**config.mk**
```make
export PLATFORM = sky130hd
export DESIGN_NAME = req_rsp_responder
export DESIGN_NICKNAME = d
export VERILOG_FILES = /design/src/rtl/req_rsp_responder.sv
export SDC_FILE = /design/constraint.sdc
export NUM_CORES = 1
export LEC_CHECK = 0
export ABC_AREA = 1
export CAP_MARGIN = 0
export CELL_PAD_IN_SITES_DETAIL_PLACEMENT = 1
export CELL_PAD_IN_SITES_GLOBAL_PLACEMENT = 2
export CORE_UTILIZATION = 33
export CTS_CLUSTER_DIAMETER = 200
export CTS_CLUSTER_SIZE = 14
export DETAILED_ROUTE_END_ITERATION = 8
export PLACE_DENSITY = 0.84
export SETUP_SLACK_MARGIN = 0.2
export SLEW_MARGIN = 25
export SYNTH_ARGS = -nofsm -noshare
export SYNTH_HDL_FRONTEND = slang
export SYNTH_SLANG_ARGS = --single-unit
export TNS_END_PERCENT = 50
```
**constraint.sdc**
```tcl
create_clock -name clk -period 1.9 [get_ports clk]
set_input_delay 0.38 -clock clk [delete_from_list [all_inputs] [get_ports clk]]
set_output_delay 0.38 -clock clk [all_outputs]
set_load 0.02 [all_outputs]
```
**src/rtl/req_rsp_responder.sv**
```systemverilog
// rtl/req_rsp_responder.sv - tagged request/response responder with fixed latency and bounded outstanding
// Optional assertions compiled when REQ_RSP_RESPONDER_ASSERT_EN is defined.
module req_rsp_responder #(
  parameter int LATENCY = 2,
  parameter int DEPTH   = 4,
  parameter int TAG_W   = 4,
  localparam int CNT_W  = $clog2(DEPTH + 1)
) (
  input  logic             clk,
  input  logic             rst_n,
  input  logic             a,
  input  logic [TAG_W-1:0] a_tag,
  output logic             a_ready,
  output logic             a_drop,
  output logic             b,
  output logic [TAG_W-1:0] b_tag,
  input  logic             rsp_ready,
  output logic [CNT_W-1:0] outstanding
);

  localparam int PTR_W = (DEPTH > 1) ? $clog2(DEPTH) : 1;

  logic             acc;
  logic             pop;
  logic             push;
  logic [TAG_W-1:0] push_tag;

  logic [TAG_W-1:0] mem [DEPTH];
  logic [PTR_W-1:0] rd_ptr;
  logic [PTR_W-1:0] wr_ptr;
  logic [CNT_W-1:0] fifo_cnt;

  assign a_ready = outstanding < CNT_W'(DEPTH);
  assign acc     = a && a_ready;
  assign b       = fifo_cnt != '0;
  assign pop     = b && rsp_ready;
  // Drive zero when empty so nothing stale is ever visible on b_tag.
  assign b_tag   = b ? mem[rd_ptr] : '0;

  function automatic logic [PTR_W-1:0] nxt(input logic [PTR_W-1:0] p);
    return (p == PTR_W'(DEPTH - 1)) ? '0 : p + 1'b1;
  endfunction

  generate
    if (LATENCY == 1) begin : g_direct
      assign push     = acc;
      assign push_tag = a_tag;
    end else begin : g_dly
      localparam int N = LATENCY - 1;
      logic [N-1:0]     v;
      logic [TAG_W-1:0] t [N];

      always_ff @(posedge clk) begin
        if (!rst_n) begin
          v <= '0;
        end else begin
          v[0] <= acc;
          for (int i = 1; i < N; i++) v[i] <= v[i-1];
        end
      end

      // Tag stages need no reset: they are only observed alongside a valid bit.
      always_ff @(posedge clk) begin
        t[0] <= a_tag;
        for (int i = 1; i < N; i++) t[i] <= t[i-1];
      end

      assign push     = v[N-1];
      assign push_tag = t[N-1];
    end
  endgenerate

  always_ff @(posedge clk) begin
    if (!rst_n) begin
      rd_ptr      <= '0;
      wr_ptr      <= '0;
      fifo_cnt    <= '0;
      outstanding <= '0;
      a_drop      <= 1'b0;
    end else begin
      a_drop <= a && !a_ready;
      if (push) begin
        mem[wr_ptr] <= push_tag;
        wr_ptr      <= nxt(wr_ptr);
      end
      if (pop) rd_ptr <= nxt(rd_ptr);
      if (push && !pop)      fifo_cnt <= fifo_cnt + 1'b1;
      else if (pop && !push) fifo_cnt <= fifo_cnt - 1'b1;
      if (acc && !pop)      outstanding <= outstanding + 1'b1;
      else if (pop && !acc) outstanding <= outstanding - 1'b1;
    end
  end

`ifdef REQ_RSP_RESPONDER_ASSERT_EN
  a_hold_p: assert property (@(posedge clk) disable iff (!rst_n)
    b && !rsp_ready |=> b && $stable(b_tag));
  a_full_p: assert property (@(posedge clk) disable iff (!rst_n)
    !a_ready |-> outstanding == CNT_W'(DEPTH));
  a_lat_p: assert property (@(posedge clk) disable iff (!rst_n)
    a && a_ready && outstanding == '0 |-> ##LATENCY b);
  a_bound_p: assert property (@(posedge clk) disable iff (!rst_n)
    outstanding <= CNT_W'(DEPTH));
`else
`endif

endmodule

```
* After elaboration in Yosys (flattened, before gate mapping) *
Memory sizes are Yosys's and may differ from the RTL's. A register that Yosys moved wholly into a read port is not among the register bits.
Index checks and enable logic that the tools add are counted.

word-level totals
  register bits after elaboration = 12
  latch bits = 0
  RAM bits = 20
  ROM bits = 0
  bits of input ports = 8
  output and inout port bits = 10
  memories = 2

operators by class
  $add $sub $neg = 6
  multipliers = 0
  divide/modulo/power cells = 0
  magnitude comparators = 1
  equal/unequal tests = 2
  shift-type cells = 0
  multiplexer cells = 12
  bitwise operators = 0
  reductions and logical operators = 14

memory list
  name     depth  bits a word  rd ports  clocked after memory_dff  write ports  line  text
  mem      4      4            1         1                         1            28    logic [TAG_W-1:0] mem [DEPTH];
  g_dly.t  1      4            1         0                         1            51    logic [TAG_W-1:0] t [N];

operator list
  cell                                                count
  two-way mux 3 bit                                   4
  two-way mux 2 bit                                   4
  logical AND 1 bit                                   7
  adder 3 x 1 -> 3 bit (second input constant)        2
  subtractor 3 x 1 -> 3 bit (second input constant)   2
  adder 2 x 1 -> 2 bit (second input constant)        2
  == test 2 bit (second input constant)               2
  zero test 1 bit                                     4
  two-way mux 4 bit                                   1
  nonzero test 2 bit                                  2
  less-than comparator 3 bit (second input constant)  1
  two-way mux 1 bit                                   3
  nonzero test 3 bit                                  1

* Logic depth before layout (Yosys ltp) *
Gate-level depths: netlist of the first run.

  depth after elaboration = 6
  mapped depth = 12

* Worst setup path after synthesis of the first run *
Ideal clock, no wire load.

  path kind = register to register
  start = reg fifo_cnt[0]
  end = reg outstanding[2]
  setup time = 0.110 ns
  arrival = 1.550 ns
  slack = 0.240 ns
  stages on the path, launching flop included = 13
  path buffers = 0
  period minus slack after synthesis = 1.660 ns
  cells stage by stage = dfxtp_1 > nor2_2 > nand2_2 > nand2_2 > ha_1 > inv_1 > fa_1 > inv_1 > nand2_1 > nand3_1 > nand2_1 > inv_1 > nor2_1

between the ends
  longest elaborated chain between the ends = 5
  elaborated cells between the ends (all ways) = 7

ends and longest elaborated chain
  element                                                  line  text
  start, declared                                          31    logic [CNT_W-1:0] fifo_cnt;
  start signal, assigned                                   87    if (push && !pop) fifo_cnt <= fifo_cnt + 1'b1;
  start signal, assigned                                   88    else if (pop && !push) fifo_cnt <= fifo_cnt - 1'b1;
  nonzero test 3 bit *                                     35    assign b = fifo_cnt != '0;
  via b                                                    15    output logic b,
  logical AND 1 bit *                                      36    assign pop = b && rsp_ready;
  zero test 1 bit                                          89    if (acc && !pop) outstanding <= outstanding + 1'b1;
  logical AND 1 bit                                        89
  two-way mux 3 bit or nonzero test 2 bit (tied branches)  -
  end signal, assigned                                     89
  end signal, assigned                                     90    else if (pop && !acc) outstanding <= outstanding - 1'b1;
  end, declared                                            18    output logic [CNT_W-1:0] outstanding

Mark *: on every way through the listed nets, which the timed path passes. The rest lies on a longest branch.
A chain may end at the register's enable or synchronous reset.

* Worst setup path after layout of the first run *
  start = reg outstanding[2]
  end = out outstanding[2]

No word-level cell between the ends.

==> impl_metrics.toml, run 1 <==
[routing]
totalWireLength_mm = 2.71
antenna_left = 0
first_pass_iters = 4
detail_route.drc_violations = 0
drt-wirelength-per-cell_um = 11.9
first_iter_violations = 13
detailroute.via_count = 1037
vias_per_cell = 4.57

[place]
placed_cell_area_mm2 = 0.00167
dp_hpwl_mm = 2.08
gpl.final_weighted_congestion = 0.775
numPortBuffers = 17
placement.setup.worst_slack_ns = -0.181

[timing]
finalSetupViolCount = 0
timing.final.hold_violations = 0
timing.fmax_mhz = 578
final.period_utilization = 0.910
maxSlewHeadroom = 0.757
worst_pin_slew_ns = 0.363
worst_hold_slack_ns = 0.454
finClkSkew_ns = 0.00552
setup_ws_ns = 0.171
rsz0062_at_grt = "true"
timing_max_transition_violations_final = 0
min_period_ns = 1.73

[global_route]
grt_overall_usage = 0.137
grt_antenna_before_repair = 0
number_of_global_route_vias_before_repair = 1016
grt_util_met3 = 0.0450
met1_usage = 0.155
globalRoute.totalOverflow = 0
largest_net_degree_at_the_start_of_global_routing = 11
grt_pass1_wl_mm = 4.51
grt.met2_usage = 0.230
gr-max-usage-layer = "met2"

[synthesis]
synth.yosys.seq_area_share = 0.588
yosys_register_bits = 34
ys_dominant_reg_cell = "sky130_fd_sc_hd__dfxtp_1"
ys_async_sr_fraction = 0
fraction_of_synthesized_cell_area_in_xor_and_xnor_cells = 0.00612
synth.largest_area_cell = "sky130_fd_sc_hd__edfxtp_1"
synth_fa_ha_area_frac = 0.0892
main_combinational_cell_family_by_area_after_synthesis = "simple AND/OR/NAND/NOR gates"
synth_simple_gate_area_frac = 0.180
synth-edff-count = 16
synthesis.nets = 166
ys_top_cells_by_count = "sky130_fd_sc_hd__nand2_1 (28), sky130_fd_sc_hd__nor2_1 (25), sky130_fd_sc_hd__inv_1 (22)"
post_synth_mux_area_share = 0
synthDominantCellAreaShare = 0.336
yosys.cell_types.count = 20
synth_top_cells_by_area = "sky130_fd_sc_hd__edfxtp_1 (34%), sky130_fd_sc_hd__dfxtp_1 (25%), sky130_fd_sc_hd__nand2_1 (7.3%)"
ys_warn_count = 0
syn_inst = 149
synth_most_common_cell = "sky130_fd_sc_hd__nand2_1"
synth-compound-area-share = 0.0595
synth_area_per_cell_um2 = 9.60
netlist_area_mm2 = 0.00143

[clock_tree]
cts_hold_buf = 0
clock_path_buffers = 2
cts.root.buffer_cell = "sky130_fd_sc_hd__clkbuf_8"
numClockSinks = 34
cts_inserted_buffers = 5
cts_tree = "done"
htreeDepth = 2
clk_transition_reported_paths_ns = 0.07
worst_skew_pair.late_latency_ns = 0.29

[cells_and_area]
multi_input_logic_area_um2 = 512
area_growth_pct = 24.9
post_route_cells_drive_above_1_share = 0.186
filler_instances = 472
design_area_mm2 = 0.00179
antenna_cells = 0
layout.area.seq_um2 = 850
post-route-util = 0.437
final_nets = 193

[die]
dieHeight_um = 67.8
die-area_mm2 = 0.00460
row_count = 23
pin_count = 18
initial_core_util = 0.350
core_area_mm2 = 0.00409
fp.dieW_um = 67.8

[min_path]
min_path_type = "in2reg"

[setup_path]
cpLargestDelayFamily = "buffers and inverters"
start_kind = "flop"
crit_path_top_delay_cell = "sky130_fd_sc_hd__clkdlybuf4s50_1"
cp_cell_sequence = "clkdlybuf4s50_1"
required_time_worst_endpoint_ns = 1.52
cp-end-kind = "primary output"
critPathMaxStageDelay_ns = 0.64
timing.setup.critical_path_class = "reg2out"
cp_num_buf_inv = 1
worstPathMaxFanout = 5
worstPathArrival_ns = 1.35

[power_and_ir_drop]
overall_power_of_the_completed_layout_mw = 2.65
irDropWorstVdd_mv = 0.663
power.static_leakage_nw = 0.768
power.density_cell_area_mw_per_mm2 = 1480

[flow_run]
maxCapViolations = 0

[outcome]
status = "finished, final reports clean"
logic make-up (layout without fill, tap and decap cells):
group	Yosys count	after routing
AO/OA/AOI/OAI	17	17
adder cells (fa/ha/maj)	9	9
XOR/XNOR	1	1
AND/OR/NAND/NOR	63	63
flip-flops	34	34
buffers and inverters	25	53
state kept, by name, summed over array words and instances (netlist names), named ones only:
register     cells
g_dly.v          1
g_dly.t          4
outstanding      3
wr_ptr           2
rd_ptr           2
fifo_cnt         3
mem             16
a_drop           1
power breakdown:
| part | internal, mW | switching, mW |
|---|---|---|
| clock | 0.252 | 0.258 |
| sequential | 0.897 | 0.122 |
| combinational | 0.467 | 0.652 |
| total | 1.62 | 1.03 |
path summary, 6_finish.rpt:
path	startpoint	to	slack, ns	cells after the start
max reg2reg	fifo_cnt[0]$_SDFFE_PN0P_	outstanding[2]$_SDFFE_PN0P_	0.24	12
min reg2reg	fifo_cnt[0]$_SDFFE_PN0P_	fifo_cnt[0]$_SDFFE_PN0P_	0.49	1
min	a	g_dly.v$_SDFF_PN0_	0.45	4
max	outstanding[2]$_SDFFE_PN0P_	outstanding[2]	0.17	1
layout make-up:
class,instances,area share
repair buffers,22,0.106
inverters,23,0.0511
multi-input cells,90,0.286
clock inverters,2,0.00490
clock buffers,6,0.0406
well taps,50,0.0350
flip-flops and latches,34,0.475
tightest hold or removal path: stages:
cell and delay (ns):
sky130_fd_sc_hd__dlymetal6s2s_1 0.13, sky130_fd_sc_hd__inv_2 0.06, sky130_fd_sc_hd__buf_4 0.10, sky130_fd_sc_hd__nor3_1 0.04
repair_timing:
action / CTS / global route
setup buffers: 0 / 2
gates resized for setup: 19 / 20
setup endpoints to repair: 12 / 10
pin swaps: 0 / 4
gates cloned: 0 / 0
layer usage:
metal / routed length [µm] / up-vias
li1: - / 525
met1: 1200 / 488
met2: 1350 / 18
met3: 99 / 6
met4: 57 / 0
met5: 0 / -
metrics by stage:
| step | setup TNS, ns | cells |
|---|---|---|
| 2_1_floorplan | 0 | 149 |
| 3_3_place_gp | -0.394 | 217 |
| 3_5_place_dp | -0.616 | 217 |
| 4_1_cts | 0 | 225 |
| 5_1_grt | 0 | 227 |
| 6_report | 0 | 227 |
placed cells by master (no fill, tap or decap):
cell type,instances
sky130_fd_sc_hd__a21oi_1,8
sky130_fd_sc_hd__buf_2,4
sky130_fd_sc_hd__buf_4,5
sky130_fd_sc_hd__clkbuf_1,1
sky130_fd_sc_hd__clkbuf_8,5
sky130_fd_sc_hd__clkdlybuf4s50_1,9
sky130_fd_sc_hd__clkinv_1,1
sky130_fd_sc_hd__clkinv_2,1
sky130_fd_sc_hd__clkinv_4,1
sky130_fd_sc_hd__dfxtp_1,15
sky130_fd_sc_hd__dfxtp_2,1
sky130_fd_sc_hd__dfxtp_4,2
sky130_fd_sc_hd__dlygate4sd2_1,2
sky130_fd_sc_hd__dlymetal6s2s_1,2
sky130_fd_sc_hd__edfxtp_1,16
sky130_fd_sc_hd__fa_2,2
sky130_fd_sc_hd__ha_1,5
sky130_fd_sc_hd__ha_2,2
sky130_fd_sc_hd__inv_1,19
sky130_fd_sc_hd__inv_2,3
sky130_fd_sc_hd__nand2_1,26
sky130_fd_sc_hd__nand2_2,3
sky130_fd_sc_hd__nand2_4,1
sky130_fd_sc_hd__nand3_1,1
sky130_fd_sc_hd__nand3_2,1
sky130_fd_sc_hd__nand3b_1,1
sky130_fd_sc_hd__nand4_1,2
sky130_fd_sc_hd__nor2_1,24
sky130_fd_sc_hd__nor2_2,1
sky130_fd_sc_hd__nor2_4,1
sky130_fd_sc_hd__nor3_1,2
sky130_fd_sc_hd__o21ai_0,4
sky130_fd_sc_hd__o21ai_1,5
sky130_fd_sc_hd__xor2_1,1
No activity file was read; power rests on OpenSTA's default activity.
==> run 2: changes to the inputs <==
--- a/config.mk
+++ b/config.mk
@@ -9,11 +9,11 @@
 export CAP_MARGIN = 0
 export CELL_PAD_IN_SITES_DETAIL_PLACEMENT = 1
 export CELL_PAD_IN_SITES_GLOBAL_PLACEMENT = 2
-export CORE_UTILIZATION = 33
+export CORE_UTILIZATION = 29
 export CTS_CLUSTER_DIAMETER = 200
 export CTS_CLUSTER_SIZE = 14
 export DETAILED_ROUTE_END_ITERATION = 8
-export PLACE_DENSITY = 0.84
+export PLACE_DENSITY = 0.76
 export SETUP_SLACK_MARGIN = 0.2
 export SLEW_MARGIN = 25
 export SYNTH_ARGS = -nofsm -noshare
==> run 2 against run 1 <==
  * Clock skew rose by 0.0028 ns
  * First-iteration DRC count rose by 15%
  * Count of clock-buffer cells in the layout did not move
  * Setup slack better by 0.022 ns
  * Critical path type unchanged
  * Power rose by 7.9%
  * Maximum frequency rose by 1.3%
  * Largest cell class unchanged
  * Cell count up 11%
==> impl_metrics.toml, run 2 (synthesis gave the netlist of run 1 again) <==
[cells_and_area]
final_nets = 200
filler_instances = 549
antenna_cells = 0
layout_common_cells = "sky130_fd_sc_hd__nor2_1 (24), sky130_fd_sc_hd__nand2_1 (24), sky130_fd_sc_hd__inv_1 (16), sky130_fd_sc_hd__edfxtp_1 (16), sky130_fd_sc_hd__dfxtp_1 (15)"
post_route_cells_drive_above_1_share = 0.250
largest_reg_flops = 16
post-route-util = 0.405
top_register = "mem"
layout_top_registers = "mem (16), g_dly.t (4)"
area_growth_pct = 33.8

[timing]
maxSlewHeadroom = 0.734
rsz0062_at_grt = "true"
timing.final.hold_violations = 0
timing.fmax_mhz = 586
finalSetupViolCount = 0
worst_pin_slew_ns = 0.398
worst_hold_slack_ns = 0.463
final.period_utilization = 0.898
finClkSkew_ns = 0.00837
timing.setup.tns_ns = 0
min_period_ns = 1.71
timing_max_transition_violations_final = 0

[die]
pin_count = 18
fp.dieW_um = 72.2
core_area_mm2 = 0.00472
die-area_mm2 = 0.00522
dieHeight_um = 72.2
initial_core_util = 0.303
row_count = 25

[power_and_ir_drop]
power.density_cell_area_mw_per_mm2 = 1490
irDropWorstVdd_mv = 0.528
pint_mw = 1.74
power.static_leakage_nw = 0.819
overall_power_of_the_completed_layout_mw = 2.86
p_clk_frac = 0.175
power_frac_seq = 0.352
p_switching_mw = 1.12
power.share.combinational = 0.474
switching_share = 0.391

[clock_tree]
htreeDepth = 2
cts.root.buffer_cell = "sky130_fd_sc_hd__clkbuf_8"
clk_transition_reported_paths_ns = 0.07
cts_tree = "done"
numClockSinks = 34
cts_inserted_buffers = 5
worst_skew_pair.late_latency_ns = 0.28
clock_path_buffers = 2

[routing]
drt-wirelength-per-cell_um = 12.3
detail_route.drc_violations = 0
totalWireLength_mm = 3.10
wire_length_on_met1_mm = 1.33
antenna_left = 0
detailroute.wirelength.met3_um = 104
first_pass_iters = 4
top_layer_used = "met4"
first_iter_violations = 15
dr_wl_met2_mm = 1.59
detailroute.via_count = 1067
vias_per_cell = 4.25

[place]
dp_hpwl_mm = 2.30
numPortBuffers = 17
gpl.final_weighted_congestion = 0.736

[flow_run]
maxCapViolations = 0

[setup_path]
worstPathMaxFanout = 3
cp_cell_sequence = "clkdlybuf4s50_1"
worstPathArrival_ns = 1.33
cpLargestDelayFamily = "buffers and inverters"
crit_path_top_delay_cell = "sky130_fd_sc_hd__clkdlybuf4s50_1"
start_kind = "flop"
timing.setup.critical_path_class = "reg2out"
critPathMaxStageDelay_ns = 0.64
required_time_worst_endpoint_ns = 1.52
cp_num_buf_inv = 1
cp-end-kind = "primary output"

[global_route]
grt_pass1_wl_mm = 4.81
grt_overall_usage = 0.127
largest_net_degree_at_the_start_of_global_routing = 11
number_of_global_route_vias_before_repair = 1057
grt_antenna_before_repair = 0
globalRoute.totalOverflow = 0

[min_path]
min_path_type = "in2reg"

[outcome]
status = "finished, final reports clean"
==> run 2: routing by layer <==
metal,vias up,GRT usage
met3,7,0.0444
met4,0,0.0719
met5,-,0
li1,539,-
met1,509,0.138
met2,12,0.214
==> run 2: stage by stage <==
stage          setup slack [ns]  cell area, µm²  instances
3_5_place_dp             -0.158            1740        239
6_report                  0.193            1910        251
3_3_place_gp             -0.164            1740        239
2_1_floorplan             0.240            1430        149
5_1_grt                   0.119            1910        251
4_1_cts                  0.0336            1810        248
==> run 2: repair_timing <==
action / 4_1_cts / 5_1_grt
pin swaps: 1 / 13
buffers inserted: 1 / 3
gates resized for setup: 16 / 36
hold buffers: 0 / 0
gates cloned: 0 / 0
setup endpoints to repair: 12 / 13
==> run 2: path summary, 6_finish.rpt <==
kind | start | endpoint | slack (ns) | cells past startpoint
worst min register to register | g_dly.t[0][0]$_DFF_P_ | mem[3][0]$_DFFE_PP_ | 0.48 | 0
worst min-delay path | a | a_drop$_SDFF_PN0_ | 0.46 | 4
worst max register to register | fifo_cnt[1]$_SDFFE_PN0P_ | fifo_cnt[2]$_SDFFE_PN0P_ | 0.21 | 12
worst max-delay path | outstanding[0]$_SDFFE_PN0P_ | outstanding[0] | 0.19 | 1
==> run 2: final cells by class <==
class | instances | area (µm²) | share of cell area
clock buffers | 6 | 72.6 | 0.0379
clock inverters | 2 | 8.76 | 0.00458
inverters | 23 | 101 | 0.0530
multi-input cells | 90 | 536 | 0.280
flip-flops and latches | 34 | 850 | 0.444
well taps | 67 | 83.8 | 0.0438
repair buffers | 29 | 262 | 0.137
==> run 2: power groups by stage <==
stage / combinational [mW] / clock (mW) / sequential (mW)
2_1_floorplan: 0.682 / 0 / 1.01
3_3_place_gp: 1.11 / 0 / 0.992
3_5_place_dp: 1.17 / 0 / 0.997
4_1_cts: 1.14 / 0.517 / 0.986
5_1_grt: 1.51 / 0.549 / 1.02
6_report: 1.35 / 0.500 / 1.00
==> run 3: changes to the inputs <==
--- a/config.mk
+++ b/config.mk
@@ -11,7 +11,6 @@
 export CELL_PAD_IN_SITES_GLOBAL_PLACEMENT = 2
 export CORE_UTILIZATION = 29
 export CTS_CLUSTER_DIAMETER = 200
-export CTS_CLUSTER_SIZE = 14
 export DETAILED_ROUTE_END_ITERATION = 8
 export PLACE_DENSITY = 0.76
 export SETUP_SLACK_MARGIN = 0.2
==> results of run 3 <==
Final layout, timing and power as in run 2 (identical DEF).
